File: config.mk
export PLATFORM = sky130hd
export DESIGN_NAME = vector_issue_sequencer_flat
export DESIGN_NICKNAME = d
export VERILOG_FILES = /design/src/rtl/vproc_pkg.sv /design/src/rtl/vector_issue_sequencer_if.sv /design/src/rtl/vseq_drain_counter.sv /design/src/rtl/vector_issue_sequencer.sv /design/src/flat_wrapper.sv
export SDC_FILE = /design/constraint.sdc
export NUM_CORES = 1
export LEC_CHECK = 0
export ABC_AREA = 1
export CORE_ASPECT_RATIO = 1.2
export CORE_MARGIN = 3
export CORE_UTILIZATION = 41
export DETAILED_ROUTE_END_ITERATION = 8
export PLACE_DENSITY = 0.84
export SETUP_SLACK_MARGIN = 0.5
export SLEW_MARGIN = 20
export SYNTH_ARGS = -nofsm -noshare
export SYNTH_HDL_FRONTEND = slang
export SYNTH_SLANG_ARGS = --single-unit
File: constraint.sdc
create_clock -name clk -period 2.1 [get_ports clk]
set_clock_uncertainty 0.2 [all_clocks]
set_input_delay 0.315 -clock clk [delete_from_list [all_inputs] [get_ports clk]]
set_output_delay 0.315 -clock clk [all_outputs]
set_load 0.05 [all_outputs]
File: src/rtl/vproc_pkg.sv
// Shared types and sizing for the vector issue sequencer and its neighbours.
// Element/lane geometry, register/PC widths and the sequencer state encoding.
package vproc_pkg;

    localparam int NUM_ELEM = 8;
    localparam int LANES    = 4;
    localparam int PIPE_LAT = 3;
    localparam int REG_W    = 4;
    localparam int OP_W     = 5;
    localparam int PC_W     = 21;
    localparam int VL_W     = $clog2(NUM_ELEM + 1);

    typedef logic [OP_W-1:0] vop_t;

    typedef enum logic [1:0] {
        S_IDLE  = 2'd0,
        S_ISSUE = 2'd1,
        S_DRAIN = 2'd2,
        S_DONE  = 2'd3
    } seq_state_t;

    // Requests longer than a register are trimmed to the register length.
    function automatic logic [VL_W-1:0] clamp_vlen(input logic [VL_W-1:0] v);
        return (int'(v) > NUM_ELEM) ? VL_W'(NUM_ELEM) : v;
    endfunction

endpackage

File: src/rtl/vector_issue_sequencer_if.sv
// Decode -> sequencer -> lanes/writeback signal bundle; VSEQ_MASK_EN adds in_mask.
// master = decode/lane/writeback side, slave = the sequencer.
interface vector_issue_sequencer_if;
    import vproc_pkg::*;

    logic                 in_valid;
    logic                 in_ready;
    vop_t                 in_op;
    logic [REG_W-1:0]     in_vs1;
    logic [REG_W-1:0]     in_vs2;
    logic [REG_W-1:0]     in_vd;
    logic [VL_W-1:0]      in_vlen;
    logic [PC_W-1:0]      in_pc;
`ifdef VSEQ_MASK_EN
    logic [NUM_ELEM-1:0]  in_mask;
`endif
    logic [LANES-1:0]     lane_valid;
    logic                 lane_ready;
    vop_t                 lane_op;
    logic [REG_W-1:0]     lane_vs1;
    logic [REG_W-1:0]     lane_vs2;
    logic [REG_W-1:0]     lane_vd;
    logic [VL_W-1:0]      elem_base;
    logic                 stall_fetch;
    logic                 done;
    logic [REG_W-1:0]     done_vd;
    logic [PC_W-1:0]      done_pc;

    modport slave (
        input  in_valid, in_op, in_vs1, in_vs2, in_vd, in_vlen, in_pc,
`ifdef VSEQ_MASK_EN
        input  in_mask,
`endif
        input  lane_ready,
        output in_ready, lane_valid, lane_op, lane_vs1, lane_vs2, lane_vd,
        output elem_base, stall_fetch, done, done_vd, done_pc
    );

    modport master (
        output in_valid, in_op, in_vs1, in_vs2, in_vd, in_vlen, in_pc,
`ifdef VSEQ_MASK_EN
        output in_mask,
`endif
        output lane_ready,
        input  in_ready, lane_valid, lane_op, lane_vs1, lane_vs2, lane_vd,
        input  elem_base, stall_fetch, done, done_vd, done_pc
    );

endinterface

File: src/rtl/vseq_drain_counter.sv
// Loadable down-counter with zero flag, times the lane pipeline drain.
// Latency: load/decrement visible the cycle after the edge.
// Backpressure: none; decrement saturates at zero.
module vseq_drain_counter #(
    parameter int W = 2
) (
    input  logic         clk,
    input  logic         rst_n,
    input  logic         load,
    input  logic [W-1:0] load_val,
    input  logic         dec,
    output logic         zero
);

    logic [W-1:0] cnt_q;

    always_ff @(posedge clk) begin
        if (!rst_n) begin
            cnt_q <= '0;
        end else if (load) begin
            cnt_q <= load_val;
        end else if (dec && (cnt_q != '0)) begin
            cnt_q <= cnt_q - W'(1);
        end
    end

    assign zero = (cnt_q == '0);

endmodule

File: src/rtl/vector_issue_sequencer.sv
// Issues one vector instruction as LANES-wide element groups, drains the lane pipe, pulses done.
// Latency: ceil(vlen/LANES) issue cycles + PIPE_LAT drain + 1 done cycle (vlen=0: done next cycle).
// Backpressure: in_ready only in IDLE; lane_ready low freezes the current group. VSEQ_MASK_EN adds masking.
module vector_issue_sequencer
    import vproc_pkg::*;
(
    input  logic                     clk,
    input  logic                     rst_n,
    vector_issue_sequencer_if.slave  sif
);

    localparam int CNT_W = (PIPE_LAT > 1) ? $clog2(PIPE_LAT) : 1;

    seq_state_t        state_q, state_d;
    vop_t              op_q;
    logic [REG_W-1:0]  vs1_q, vs2_q, vd_q;
    logic [PC_W-1:0]   pc_q;
    logic [VL_W-1:0]   vlen_q;
    logic [VL_W-1:0]   elem_base_q;
    logic [VL_W-1:0]   vlen_in;
    logic [VL_W:0]     grp_end;
    logic              accept, last_grp, drain_zero, drain_load;
    logic [LANES-1:0]  lane_valid;
`ifdef VSEQ_MASK_EN
    logic [NUM_ELEM-1:0] mask_q;
    logic [LANES-1:0]    mask_win;
`endif

    assign vlen_in    = clamp_vlen(sif.in_vlen);
    assign accept     = sif.in_valid && (state_q == S_IDLE);
    // One extra bit so base+LANES cannot wrap against vlen_q.
    assign grp_end    = {1'b0, elem_base_q} + (VL_W+1)'(LANES);
    assign last_grp   = grp_end >= {1'b0, vlen_q};
    assign drain_load = (state_q == S_ISSUE) && sif.lane_ready && last_grp;

    vseq_drain_counter #(.W(CNT_W)) u_drain (
        .clk      (clk),
        .rst_n    (rst_n),
        .load     (drain_load),
        .load_val (CNT_W'(PIPE_LAT - 1)),
        .dec      (state_q == S_DRAIN),
        .zero     (drain_zero)
    );

    always_ff @(posedge clk) begin
        if (!rst_n) begin
            state_q <= S_IDLE;
        end else begin
            state_q <= state_d;
        end
    end

    always_comb begin
        state_d = state_q;
        case (state_q)
            S_IDLE:  if (accept) state_d = (vlen_in != '0) ? S_ISSUE : S_DONE;
            S_ISSUE: if (sif.lane_ready && last_grp) state_d = S_DRAIN;
            S_DRAIN: if (drain_zero) state_d = S_DONE;
            S_DONE:  state_d = S_IDLE;
            default: state_d = S_IDLE;
        endcase
    end

    always_ff @(posedge clk) begin
        if (!rst_n) begin
            op_q        <= '0;
            vs1_q       <= '0;
            vs2_q       <= '0;
            vd_q        <= '0;
            pc_q        <= '0;
            vlen_q      <= '0;
            elem_base_q <= '0;
`ifdef VSEQ_MASK_EN
            mask_q      <= '0;
`endif
        end else if (accept) begin
            op_q        <= sif.in_op;
            vs1_q       <= sif.in_vs1;
            vs2_q       <= sif.in_vs2;
            vd_q        <= sif.in_vd;
            pc_q        <= sif.in_pc;
            vlen_q      <= vlen_in;
            elem_base_q <= '0;
`ifdef VSEQ_MASK_EN
            mask_q      <= sif.in_mask;
`endif
        end else if ((state_q == S_ISSUE) && sif.lane_ready && !last_grp) begin
            elem_base_q <= elem_base_q + VL_W'(LANES);
        end
    end

    always_comb begin
        lane_valid = '0;
`ifdef VSEQ_MASK_EN
        mask_win   = LANES'(mask_q >> elem_base_q);
`endif
        for (int i = 0; i < LANES; i++) begin
            lane_valid[i] = (state_q == S_ISSUE) &&
                            (({1'b0, elem_base_q} + (VL_W+1)'(i)) < {1'b0, vlen_q});
`ifdef VSEQ_MASK_EN
            lane_valid[i] = lane_valid[i] && mask_win[i];
`endif
        end
    end

    assign sif.in_ready    = (state_q == S_IDLE);
    assign sif.stall_fetch = (state_q != S_IDLE);
    assign sif.done        = (state_q == S_DONE);
    assign sif.lane_valid  = lane_valid;
    assign sif.lane_op     = op_q;
    assign sif.lane_vs1    = vs1_q;
    assign sif.lane_vs2    = vs2_q;
    assign sif.lane_vd     = vd_q;
    assign sif.elem_base   = elem_base_q;
    assign sif.done_vd     = vd_q;
    assign sif.done_pc     = pc_q;

endmodule

File: src/flat_wrapper.sv
// flat-port wrapper written by rule: the top's interface ports become plain ports
module vector_issue_sequencer_flat import vproc_pkg::*;
  (clk, rst_n, sif_in_valid, sif_in_op, sif_in_vs1, sif_in_vs2, sif_in_vd, sif_in_vlen, sif_in_pc, sif_lane_ready, sif_in_ready, sif_lane_valid, sif_lane_op, sif_lane_vs1, sif_lane_vs2, sif_lane_vd, sif_elem_base, sif_stall_fetch, sif_done, sif_done_vd, sif_done_pc);
  vector_issue_sequencer_if sif_i ();
  input  logic clk;
  input  logic rst_n;
  input wire logic [$bits(sif_i.in_valid)-1:0] sif_in_valid;
  input wire logic [$bits(sif_i.in_op)-1:0] sif_in_op;
  input wire logic [$bits(sif_i.in_vs1)-1:0] sif_in_vs1;
  input wire logic [$bits(sif_i.in_vs2)-1:0] sif_in_vs2;
  input wire logic [$bits(sif_i.in_vd)-1:0] sif_in_vd;
  input wire logic [$bits(sif_i.in_vlen)-1:0] sif_in_vlen;
  input wire logic [$bits(sif_i.in_pc)-1:0] sif_in_pc;
  input wire logic [$bits(sif_i.lane_ready)-1:0] sif_lane_ready;
  output wire logic [$bits(sif_i.in_ready)-1:0] sif_in_ready;
  output wire logic [$bits(sif_i.lane_valid)-1:0] sif_lane_valid;
  output wire logic [$bits(sif_i.lane_op)-1:0] sif_lane_op;
  output wire logic [$bits(sif_i.lane_vs1)-1:0] sif_lane_vs1;
  output wire logic [$bits(sif_i.lane_vs2)-1:0] sif_lane_vs2;
  output wire logic [$bits(sif_i.lane_vd)-1:0] sif_lane_vd;
  output wire logic [$bits(sif_i.elem_base)-1:0] sif_elem_base;
  output wire logic [$bits(sif_i.stall_fetch)-1:0] sif_stall_fetch;
  output wire logic [$bits(sif_i.done)-1:0] sif_done;
  output wire logic [$bits(sif_i.done_vd)-1:0] sif_done_vd;
  output wire logic [$bits(sif_i.done_pc)-1:0] sif_done_pc;
  assign sif_i.in_valid = sif_in_valid;
  assign sif_i.in_op = sif_in_op;
  assign sif_i.in_vs1 = sif_in_vs1;
  assign sif_i.in_vs2 = sif_in_vs2;
  assign sif_i.in_vd = sif_in_vd;
  assign sif_i.in_vlen = sif_in_vlen;
  assign sif_i.in_pc = sif_in_pc;
  assign sif_i.lane_ready = sif_lane_ready;
  assign sif_in_ready = sif_i.in_ready;
  assign sif_lane_valid = sif_i.lane_valid;
  assign sif_lane_op = sif_i.lane_op;
  assign sif_lane_vs1 = sif_i.lane_vs1;
  assign sif_lane_vs2 = sif_i.lane_vs2;
  assign sif_lane_vd = sif_i.lane_vd;
  assign sif_elem_base = sif_i.elem_base;
  assign sif_stall_fetch = sif_i.stall_fetch;
  assign sif_done = sif_i.done;
  assign sif_done_vd = sif_i.done_vd;
  assign sif_done_pc = sif_i.done_pc;
  vector_issue_sequencer u_core (.clk(clk), .rst_n(rst_n), .sif(sif_i));
endmodule
## Word-level counts from Yosys, hierarchy flattened

Index checks and enable logic that the tools add are counted.

- Register bits after elaboration: 50
- Bits of input ports: 46

- Reductions and logical operators: 20
- Muxes and demuxes: 8
- Equality and inequality tests: 6
- Bitwise gates (word level): 1
- $lt $le $gt $ge: 6
- Add/subtract/negate cells: 6

Operators by type and width:

| kind | count |
|---|---|
| $lt 5x4->1 | 3 |
| $mux 2 | 6 |
| $add 4x2->5 const B | 2 |
| $logic_and 1x1->1 | 10 |
| $pmux 2 s4 | 1 |
| $ne 2x1->1 const B | 3 |
| $reduce_bool 2->1 | 3 |
| $add 4x1->5 const B | 1 |
| $add 4x3->5 const B | 1 |
| $ge 5x4->1 | 1 |
| $add 4x3->4 const B | 1 |
| $eq 2x2->1 const B | 2 |
| $gt 4x4->1 const B | 1 |
| $logic_not 2->1 | 2 |
| $lt 4x4->1 | 1 |
| $mux 4 | 1 |
| $reduce_bool 4->1 | 1 |
| $reduce_or 2->1 | 2 |
| $reduce_and 3->1 | 1 |
| $eq 2x1->1 const B | 1 |
| $sub 2x1->2 const B | 1 |
| $logic_not 1->1 | 1 |
| $not 1->1 | 1 |

## Depth between registers and ports, before layout

- Word-level depth: 6
- Depth in mapped cells: 11
- Depth with buffers taken out: 11

## Cells and area by module

A second synthesis with hierarchy kept.

- Cells, all modules: 280
- Area total of the unflattened synthesis: 2089.5 um^2

Modules (own cells, without submodules):

| module | times used | cells an instance | seq. area each (um^2) | area each (um^2) |
|---|---|---|---|---|
| vector_issue_sequencer | 1 | 256 | 920.9 | 1953.1 |
| vseq_drain_counter | 1 | 24 | 40.0 | 136.4 |

## Least setup slack after synthesis

OpenSTA, ideal clock, no wires.

- Path kind: register to output
- From: register u_core.elem_base_q[2], in the netlist u_core.sif.elem_base[2]
- To: output sif_lane_valid[2]
- Path slack: -1.378 ns
- Path buffers: 0
- Stages on the path, launching flop included: 6
- Arrival: 2.963 ns
- Path through: dfxtp_1 inv_1 ha_1 nor2_1 a21oi_1 a21boi_1

- Word-level cells in the longest chain between the ends: 3

RTL lines:

| what | RTL line | source |
|---|---|---|
| start: declaration | vector_issue_sequencer.sv:19 | `logic [VL_W-1:0] elem_base_q;` |
| start signal: assignment | vector_issue_sequencer.sv:88 | `elem_base_q <= elem_base_q + VL_W'(LANES);` |
| $add 4x2->5 | vector_issue_sequencer.sv:99 | `(({1'b0, elem_base_q} + (VL_W+1)'(i)) < {1'b0, vlen_q});` |
| $lt 5x4->1 | vector_issue_sequencer.sv:99 |  |
| $logic_and 1x1->1 | vector_issue_sequencer.sv:98 | `lane_valid[i] = (state_q == S_ISSUE) &&` |
| end: declaration | flat_wrapper.sv:16 | `output wire logic [$bits(sif_i.lane_valid)-1:0] sif_lane_valid;` |

Every way passes these cells.

## Worst setup path after layout

Same ends and word-level chain as after synthesis.

==> results.md <==
- Clk buf depth: 2
- Post-Syn Instances: 272
- I/O pin count: 99
- CTS tree: yes
- Total global-route track usage: about a fifth
- Hpwl dp: about 4.1 mm
- Share of post-route cells with drive strength above 1: 41.7%
- Cells after DPL: 418
- Status: complete, no violations
- Largest fanout on the critical path: 3
- CP required: 1580 ps
- GRT overflow: 0
- Post-route total power: 5.65 mW
- Clock root cell: clkbuf_8
- Max Freq: 485 MHz
- Top cells by count, synth: nor2_1, dfxtp_1, o21ai_0
- Min setup slack post-route: 37.2 ps
- VDD IR max: 0.776 mV
- Final instance area: 3930 um2
- TritonCTS Buffers: 5
- Setup TNS: 0 ps
- Max cap viols: 0
- Crit path DAT: 1550 ps
- Crit Path Class: reg2out
- Pre-antenna DRT Iters: 5
- Worst Hold Class: reg2reg
- Cell Count, Final, Fillers Out: 456
- Final period util: 98.2%
- Syn Area/Cell: 7.79 um2
- Core ar.: between 4000 and 5000 um2
- Synth Register Bits: 48
- Fill cells: 334
- Final ANT Viol Nets: 0
- DR vias: approximately 2200
- Top-count cell post-synth: nor2_1
- Synth area leaders: dfxtp_1, nor2_1, o21ai_0
- DR vias/cell: 4.88
- Leakage power: 1.61 nW
- CP Launch Point: u_core.sif.elem_base[2]
- RSZ-0062 raised after global routing: yes
- Type of destination of the critical path: primary output
- CP startpoint kind: flip-flop
- Clock latency on the worst-skew pair: ~300 ps
- Power per cell area: 1440 nW/um2
- Async set-reset flop share out of synthesis: 0%
- Sinks on Clock Net: 48
- GPL Wtd Cong: slightly above 0.8
- Initial antenna violation count: 0
- Final wirelength: 7.08 mm
- Min cycle time layout: roughly 2100 ps
- Post-DP Area: 3250 um2
- Die area: 6070 um2
- Register area share after synthesis: 45.3%
- Setup WS pre-CTS: 211 ps
- Global-route wire length before repair: between 9 and 10 mm
- Starting DRT DRC Count: 96
- Nets: 452
- Die X: 71.6 um
- Largest net degree at the start of global routing: 28
- ANT cells: 0
- Cell variety after synth: 28
- Htree depth: 2
- Post-Syn Area: 2120 um2
- Ys Warns: 0
- Final hold vios: 0
- IO buf count: 96
- Vias in the first global route: 2130
- Wire per inst: 15.5 um
- Die height: 84.8 um
- Initial Util: 42.6%
- Final Slew Violations: 0
- Clock slew at reported path FFs: 90 ps
- DRC Markers: 0
- P&R area growth vs syn: 85.2%
- Hold_sp: u_core.sif.done_pc[8]
- Post-synth EDFFs: 0
- Row count: 28
- Top FF cell, synth: dfxtp_1
- Largest area contributor in the netlist: dfxtp_1
- Hold-fix buffers at CTS: 0
- Final setup vio count: 0
- Synth top area share: around 45%
- Worst r2r src: u_core.sif.elem_base[3]
## cell type report
class | count | area (um2) | area share, %
Clock buffer | 5 | 68.8 | 1.75
Clock inverter | 3 | 42.5 | 1.08
Inverter | 24 | 120 | 3.06
Multi-Input combinational cell | 182 | 1160 | 29.5
Sequential cell | 48 | 978 | 24.9
Tap cell | 60 | 75.1 | 1.91
Timing Repair Buffer | 133 | 1470 | 37.3
Timing Repair inverter | 1 | 16.3 | 0.414
## cells in the final DEF, fill, tap and decap left out, types with 3 or more instances in the layout
cell | synthesis | layout
nand3_1 | 9 | 4
clkbuf_8 | 0 | 5
inv_2 | 5 | 9
buf_6 | 1 | 13
nor2_2 | 12 | 15
buf_12 | 2 | 8
dfxtp_1 | 48 | 42
nand2_1 | 13 | 8
nand2_2 | 2 | 3
a21oi_2 | 0 | 4
buf_2 | 3 | 8
nand3_2 | 1 | 4
a21oi_1 | 10 | 4
ha_1 | 10 | 5
inv_4 | 1 | 4
dfxtp_4 | 0 | 4
buf_4 | 6 | 16
nor2_4 | 1 | 4
o21ai_0 | 36 | 11
ha_4 | 0 | 4
clkdlybuf4s50_1 | 0 | 45
inv_1 | 17 | 8
nor2_1 | 73 | 67
clkbuf_16 | 0 | 4
o21ai_1 | 8 | 31
buf_8 | 0 | 4
nand2_4 | 0 | 3
clkdlybuf4s15_2 | 0 | 34
## logic make-up (layout without fill, tap and decap cells)
| group | count (synthesis) | in the layout | share of synthesized area [%] |
|---|---|---|---|
| AO/OA/AOI/OAI | 57 | 57 | 13.9 |
| adder cells (fa/ha/maj) | 11 | 11 | 6.85 |
| buffers and inverters | 43 | 166 | 10.9 |
| flip-flops | 48 | 48 | 45.3 |
| other | 1 | 2 | 0.177 |
| AND/OR/NAND/NOR | 112 | 112 | 22.8 |
## stage by stage
stage	util [%]	hold slack (ps)
3_3_place_gp	65.2	262
2_1_floorplan	-	260
5_1_grt	78.9	303
4_1_cts	72.1	292
6_report	78.9	286
3_5_place_dp	65.2	272
## critical path, cell delays in order (launching register included)
cell and delay, ps:
dfxtp_4 390, inv_4 50, ha_4 280, nor2_4 60, a21oi_4 120, a21boi_4 200
buf_12 150
## routing by layer
layer,global-route usage [%],share of wire [%],vias up
met1,21.2,39,1031
met4,5.98,2.5,0
met2,36.0,53,70
met3,5.27,5.8,15
met5,0,0,-
li1,-,-,1107
## final timing paths
kind | to | slack (ps) | depth (start not counted)
min | u_core.sif.done_pc[8] | 290 | 2
max | sif_lane_valid[2] | 40 | 6
max reg2reg | u_core.state_q[0] | 50 | 11
min reg2reg | u_core.sif.done_pc[8] | 290 | 2
## report_power, final
group | leakage, nW | switching, mW | internal, mW
registers | 0.400 | 0.175 | 1.17
clock network | 0.0541 | 0.310 | 0.353
logic | 1.16 | 2.16 | 1.48
## flip-flops by register name, indices dropped and copies added (netlist names)
signal and cells:
u_core.sif.elem_base 2, u_core.sif.lane_vs2 4, u_core.sif.lane_op 5, u_core.sif.lane_vs1 4, u_core.state_q 2, u_core.sif.done_pc 21, u_core.sif.done_vd 4, u_core.u_drain.cnt_q 2
u_core.vlen_q 4
## repair_timing
item	in CTS	in global routing
buffers inserted	13	11
endpoints found under the hold margin	0	0
pin swaps	11	11
setup endpoints to repair	56	62
gates cloned	0	6
resized for setup	154	93
(Power assumes the default switching activity.)
